## config.mk

```make
export PLATFORM = sky130hd
export DESIGN_NAME = mt_mnt_seq_flat
export DESIGN_NICKNAME = d
export VERILOG_FILES = /design/src/rtl/mt_mnt_seq_pkg.sv /design/src/rtl/mt_mnt_seq_if.sv /design/src/rtl/mt_mnt_seq_edge_det.sv /design/src/rtl/mt_mnt_seq.sv /design/src/flat_wrapper.sv
export SDC_FILE = /design/constraint.sdc
export NUM_CORES = 1
export LEC_CHECK = 0
export ABC_AREA = 1
export CAP_MARGIN = 25
export CORE_MARGIN = 2
export CORE_UTILIZATION = 50
export CTS_CLUSTER_SIZE = 10
export DETAILED_ROUTE_END_ITERATION = 12
export PLACE_DENSITY = 0.82
export SETUP_SLACK_MARGIN = 0.1
export SYNTH_ARGS = -nofsm -noshare
export SYNTH_HDL_FRONTEND = slang
export SYNTH_SLANG_ARGS = --single-unit
```

## constraint.sdc

```tcl
create_clock -name clk -period 5.1 [get_ports clk]
set_clock_uncertainty 0.2 [all_clocks]
set_input_delay 0.765 -clock clk [delete_from_list [all_inputs] [get_ports clk]]
set_output_delay 0.765 -clock clk [all_outputs]
set_load 0.05 [all_outputs]
```

## src/rtl/mt_mnt_seq_pkg.sv

```systemverilog
// Shared maintenance-sequencer definitions: MTMR opcodes and sequencer states.
// Imported by the sequencer and by the MT register decode.
package mt_mnt_pkg;

  localparam logic [3:0] MOP_NOP  = 4'h0;
  localparam logic [3:0] MOP_WRP1 = 4'h1;
  localparam logic [3:0] MOP_WRP2 = 4'h2;
  localparam logic [3:0] MOP_WRP3 = 4'h3;

  localparam int GAP_W = 4;

  typedef enum logic [2:0] {
    IDLE,
    ARM,
    XFER,
    GAP,
    DONE
  } mntstate_t;

  function automatic logic is_wrp(input logic [3:0] op);
    return (op == MOP_WRP1) || (op == MOP_WRP2) || (op == MOP_WRP3);
  endfunction

endpackage

```

## src/rtl/mt_mnt_seq_if.sv

```systemverilog
// Frame source stream from the MT data buffer into the maintenance sequencer.
// frm_ready is a one-cycle accept strobe; the source advances after seeing it.
interface mt_mnt_seq_if #(
  parameter int MDF_W = 9
);
  logic [MDF_W-1:0] frm_data;
  logic             frm_valid;
  logic             frm_last;
  logic             frm_ready;

  modport master (output frm_data, output frm_valid, output frm_last, input frm_ready);
  modport slave  (input frm_data, input frm_valid, input frm_last, output frm_ready);
endinterface

```

## src/rtl/mt_mnt_seq_edge_det.sv

```systemverilog
// Rising-edge detector: 2-flop history, rise is a one-cycle pulse one clock
// after the sampled level goes high; no backpressure.
module mt_edge_det (
  input  logic clk,
  input  logic rst,
  input  logic sig,
  output logic rise
);

  logic [1:0] hist;

  always_ff @(posedge clk) begin
    if (!rst) hist <= 2'b00;
    else      hist <= {hist[0], sig};
  end

  assign rise = hist[0] & ~hist[1];

endmodule

```

## src/rtl/mt_mnt_seq.sv

```systemverilog
// Maintenance wraparound sequencer: one frame per BPI tick onto MDF, then gap and done.
// Optional MTMNT_PARITY_EN replaces mdf MSB with odd parity of the low frame bits.
module mt_mnt_seq
  import mt_mnt_pkg::*;
#(
  parameter int MDF_W     = 9,
  parameter int FC_W      = 16,
  parameter int GAP_TICKS = 4
) (
  input  logic             clk,
  input  logic             rst,
  input  logic             mm,
  input  logic [3:0]       mop,
  input  logic             go,
  input  logic             bpiclk,
  input  logic             fc_load,
  input  logic [FC_W-1:0]  fc_data,
  mt_mnt_seq_if.slave      frm,
  output logic [MDF_W-1:0] mdf,
  output logic             mc,
  output logic             busy,
  output logic             done,
  output logic             fc_zero,
  output logic             err_unr
);

  mntstate_t        state, state_n;
  logic [MDF_W-1:0] mdf_n, frame;
  logic             mc_n, err_n, rdy, rdy_n, fc_zero_n, tick;
  logic [FC_W-1:0]  fc, fc_n;
  logic [GAP_W-1:0] gap, gap_n;

  mt_edge_det u_edge (
    .clk  (clk),
    .rst  (rst),
    .sig  (bpiclk),
    .rise (tick)
  );

`ifdef MTMNT_PARITY_EN
  assign frame = {^frm.frm_data[MDF_W-2:0], frm.frm_data[MDF_W-2:0]};
`else
  assign frame = frm.frm_data;
`endif

  always_ff @(posedge clk) begin
    if (!rst) begin
      state   <= IDLE;
      mdf     <= '0;
      mc      <= 1'b0;
      rdy     <= 1'b0;
      err_unr <= 1'b0;
      fc      <= '0;
      fc_zero <= 1'b1;
      gap     <= '0;
    end else begin
      state   <= state_n;
      mdf     <= mdf_n;
      mc      <= mc_n;
      rdy     <= rdy_n;
      err_unr <= err_n;
      fc      <= fc_n;
      fc_zero <= fc_zero_n;
      gap     <= gap_n;
    end
  end

  always_comb begin
    state_n = state;
    mdf_n   = mdf;
    mc_n    = mc;
    rdy_n   = 1'b0;
    err_n   = err_unr;
    fc_n    = fc;
    gap_n   = gap;
    case (state)
      IDLE: begin
        if (fc_load) fc_n = fc_data;
        if (go && mm && is_wrp(mop)) begin
          state_n = ARM;
          err_n   = 1'b0;
        end
      end
      ARM: begin
        if (!mm) begin
          err_n   = 1'b1;
          state_n = DONE;
        end else if (tick) begin
          state_n = XFER;
        end
      end
      XFER: begin
        // Abort takes priority over a coincident tick: no frame is taken.
        if (!mm) begin
          err_n   = 1'b1;
          state_n = DONE;
        end else if (tick) begin
          if (frm.frm_valid) begin
            mdf_n = frame;
            rdy_n = 1'b1;
            mc_n  = ~mc;
            fc_n  = (fc == '0) ? '0 : fc - FC_W'(1);
            if (frm.frm_last || fc_n == '0) begin
              state_n = GAP;
              gap_n   = GAP_W'(GAP_TICKS);
            end
          end else begin
            err_n   = 1'b1;
            state_n = DONE;
          end
        end
      end
      GAP: begin
        mdf_n = '0;
        if (!mm) begin
          err_n   = 1'b1;
          state_n = DONE;
        end else if (tick) begin
          if (gap <= GAP_W'(1)) begin
            gap_n   = '0;
            state_n = DONE;
          end else begin
            gap_n = gap - GAP_W'(1);
          end
        end
      end
      DONE: state_n = IDLE;
      default: state_n = IDLE;
    endcase
    fc_zero_n = (fc_n == '0);
  end

  assign frm.frm_ready = rdy;
  assign busy          = (state != IDLE);
  assign done          = (state == DONE);

endmodule

```

## src/flat_wrapper.sv

```systemverilog
// flat-port wrapper written by rule: the top's interface ports become plain ports
module mt_mnt_seq_flat import mt_mnt_pkg::*;
#(
  parameter int MDF_W     = 9,
  parameter int FC_W      = 16,
  parameter int GAP_TICKS = 4
)
  (clk, rst, mm, mop, go, bpiclk, fc_load, fc_data, mdf, mc, busy, done, fc_zero, err_unr, frm_frm_data, frm_frm_valid, frm_frm_last, frm_frm_ready);
  mt_mnt_seq_if #(.MDF_W(MDF_W)) frm_i ();
  input  logic clk;
  input  logic rst;
  input  logic mm;
  input  logic [3:0] mop;
  input  logic go;
  input  logic bpiclk;
  input  logic fc_load;
  input  logic [FC_W-1:0] fc_data;
  output logic [MDF_W-1:0] mdf;
  output logic mc;
  output logic busy;
  output logic done;
  output logic fc_zero;
  output logic err_unr;
  input wire logic [$bits(frm_i.frm_data)-1:0] frm_frm_data;
  input wire logic [$bits(frm_i.frm_valid)-1:0] frm_frm_valid;
  input wire logic [$bits(frm_i.frm_last)-1:0] frm_frm_last;
  output wire logic [$bits(frm_i.frm_ready)-1:0] frm_frm_ready;
  assign frm_i.frm_data = frm_frm_data;
  assign frm_i.frm_valid = frm_frm_valid;
  assign frm_i.frm_last = frm_frm_last;
  assign frm_frm_ready = frm_i.frm_ready;
  mt_mnt_seq #(.MDF_W(MDF_W), .FC_W(FC_W), .GAP_TICKS(GAP_TICKS)) u_core (.clk(clk), .rst(rst), .mm(mm), .mop(mop), .go(go), .bpiclk(bpiclk), .fc_load(fc_load), .fc_data(fc_data), .frm(frm_i), .mdf(mdf), .mc(mc), .busy(busy), .done(done), .fc_zero(fc_zero), .err_unr(err_unr));
endmodule
```

==> impl_results.md <==
- Total nets after synthesis: 463
- Vias in the first global route: 2662
- Die ar.: 0.00575 sq mm
- Unrepaired setup endpoints after global routing: no
- Largest net degree at the start of global routing: 21
- Final GP Congestion: 0.895
- Syn Inst Count: 423
- CTS buffer count: 5
- Routed len/inst: 13.2 um
- Number of synthesized flops with an enable pin: 0
- Port buffer count: 51
- Die W: 75.8 um
- Share of cells above drive strength 1: 8.02%
- Post_cts resized: 0
- Hold WC Path Type: flip-flop to flip-flop
- CTS max path bufs: 2
- Worst setup SP type: primary input
- Final min period: 3.41 ns
- H-tree levels: 2
- DP Area: 0.00314 sq mm
- Fmax: 0.293 GHz
- FP Rows: 26
- Leak: 0.00140 uW
- Final Instance Area: 0.00325 sq mm
- Worst Path Max Fanout: 11
- Flops & latches, synth: 38
- Nets: 513
- Seq/Total Area, Yosys: 29.5%
- Tot Pwr: 1570 uW
- Clock Sinks: 38
- Slew headroom: 34.8%
- First-pass GRT wire length: 11700 um
- Initial Utilization: 51.2%
- Syn-to-layout area delta: 25.8%
- Hold Vio Cnt, Final: 0
- Most frequent cell after synthesis: nand2_1
- Via density: 5.40
- Drt first pass iters: 5
- Count of different cell masters after synthesis: 32
- PwrDens: 484 mW/mm^2
- Clk slew on worst S/H paths: 0.08 ns
- Final WL: 7170 um
- Max Slew Vio Count: 0
- Die height: 75.8 um
- DRC Markers: 0
- Main synth FF type: dfxtp_1
- Total track usage: 26.7%
- Yosys top cell area share: 29.5%
- Total Neg Setup Slack: 0 ns
- Max IR drop VDD: 0.208 mV
- Worst-Margin Slew: 0.975 ns
- Total core area: 0.00504 sq mm
- CP Data Arrival Time: 3.42 ns
- ANT cells: 0
- Status: finished clean
- Final ANT Viol Nets: 0
- Syn Area/Cell: 6.10 sq um
- 1st-iter DRT viols: 259
- Root buffer cell: clkbuf_8
- Aggregate global routing overflow: 0
- Final setup viols: 0
- Clock Latency Late Sink: 0.29 ns
- Initial antenna violation count: 0
- Postcts setup bufs: 0
- CP Class: primary input to flip-flop
- Synthesized area: 0.00258 sq mm
- CP required: 5.11 ns
- Top cells by count, synth: nand2_1 (130), nor2_1 (55), dfxtp_1 (38), inv_1 (38), nand3_1 (32)
- Post-synth ARST share: 0%
- TritonCTS clock tree: done
- CTS Hold Bufs: 0
- Crit. End Element: flip-flop
- Max Cap Violations: 0
- Vias: 2940
- Final critical-path share of the clock period: 66.8%
- Top cells by area, synth: dfxtp_1 (29%), nand2_1 (19%), nor2_1 (8.0%)
- Synth Warn #: 0
- IO Pins: 52
- Yosys top cell by area: dfxtp_1
- Final HPWL DP: 5530 um
-- flip-flops by register name (all words and copies together) (netlist names) --
name and flops:
u_core.fc 16, u_core.frm.frm_ready 1, u_core.state 3, u_core.err_unr 1, u_core.fc_zero 1, u_core.mdf 9
u_core.gap 4, u_core.mc 1, u_core.u_edge.hist 2
-- per-stage QoR --
step | hold slack (ns) | setup WS [ns] | utilization (%) | cells
floorplan | 0.219 | 2.92 | - | 423
global placement | 0.226 | 1.46 | 62.2 | 536
detailed placement | 0.241 | 1.41 | 62.2 | 536
CTS | 0.261 | 1.71 | 64.4 | 544
global route | 0.279 | 1.26 | 64.4 | 544
finish | 0.252 | 1.69 | 64.4 | 544
-- final timing paths --
| path | from | end | slack (ns) | cells past startpoint |
|---|---|---|---|---|
| worst min-delay path | u_core.u_edge.hist[0] | u_core.u_edge.hist[1] | 0.25 | 2 |
| worst max register to register | u_core.state[0] | u_core.fc_zero | 2.50 | 14 |
| worst max-delay path | mm | u_core.mdf[1] | 1.69 | 7 |
| worst min register to register | u_core.u_edge.hist[0] | u_core.u_edge.hist[1] | 0.25 | 2 |
-- cell usage in the layout, fill, tap and decap left out, drive strengths merged, types with 2 or more instances in the layout --
cell	count
o211ai	4
a21oi	30
nor3	2
nand3b	2
ha	3
clkbuf	6
dfxtp	38
inv	44
nor2	66
xor2	3
a22oi	2
a31oi	4
o21ai	36
clkdlybuf4s50	51
nand3	39
nand2	136
-- kinds of logic after synthesis --
logic type                 count (synthesis)  share of synthesized area (%)
and+or+nand+nor                          247                           42.8
AOI/OAI and AO/OA                         80                           17.1
buffers and inverters                     52                           8.15
DFF                                       38                           29.5
xor gates and xnor gates                   3                           1.02
adders and majority gates                  3                           1.46
-- final cells by class --
cell class,instances,area [sq um]
clock buffer,6,72.6
clock inverter,2,37.5
fill,466,1800
inverter,44,168
multi-input combinational,333,1610
sequential,38,761
tap,70,87.6
timing repair buffer,51,510
-- critical path, cell delays in order --
cell and delay, ns:
clkdlybuf4s50_1 0.63, nand2_1 0.16, nor3_1 0.75, nand2_1 0.37, nor2_1 0.54, nand2_1 0.09
o21ai_0 0.11
-- power by group --
part	switching [uW]	internal, uW	total (uW)
Clock	112	146	258
Combinational	621	304	924
Sequential	49.9	340	389
-- per-layer routing --
layer  routed length (um)  up-vias  global-route usage, %
met4                  191        0                   10.3
li1                     -     1474                      -
met3                  489       19                   5.03
met1                 3080     1325                   33.6
met5                    0        -                      0
met2                 3410      122                   45.0
Note: power is estimated with default switching activity, not from simulation.
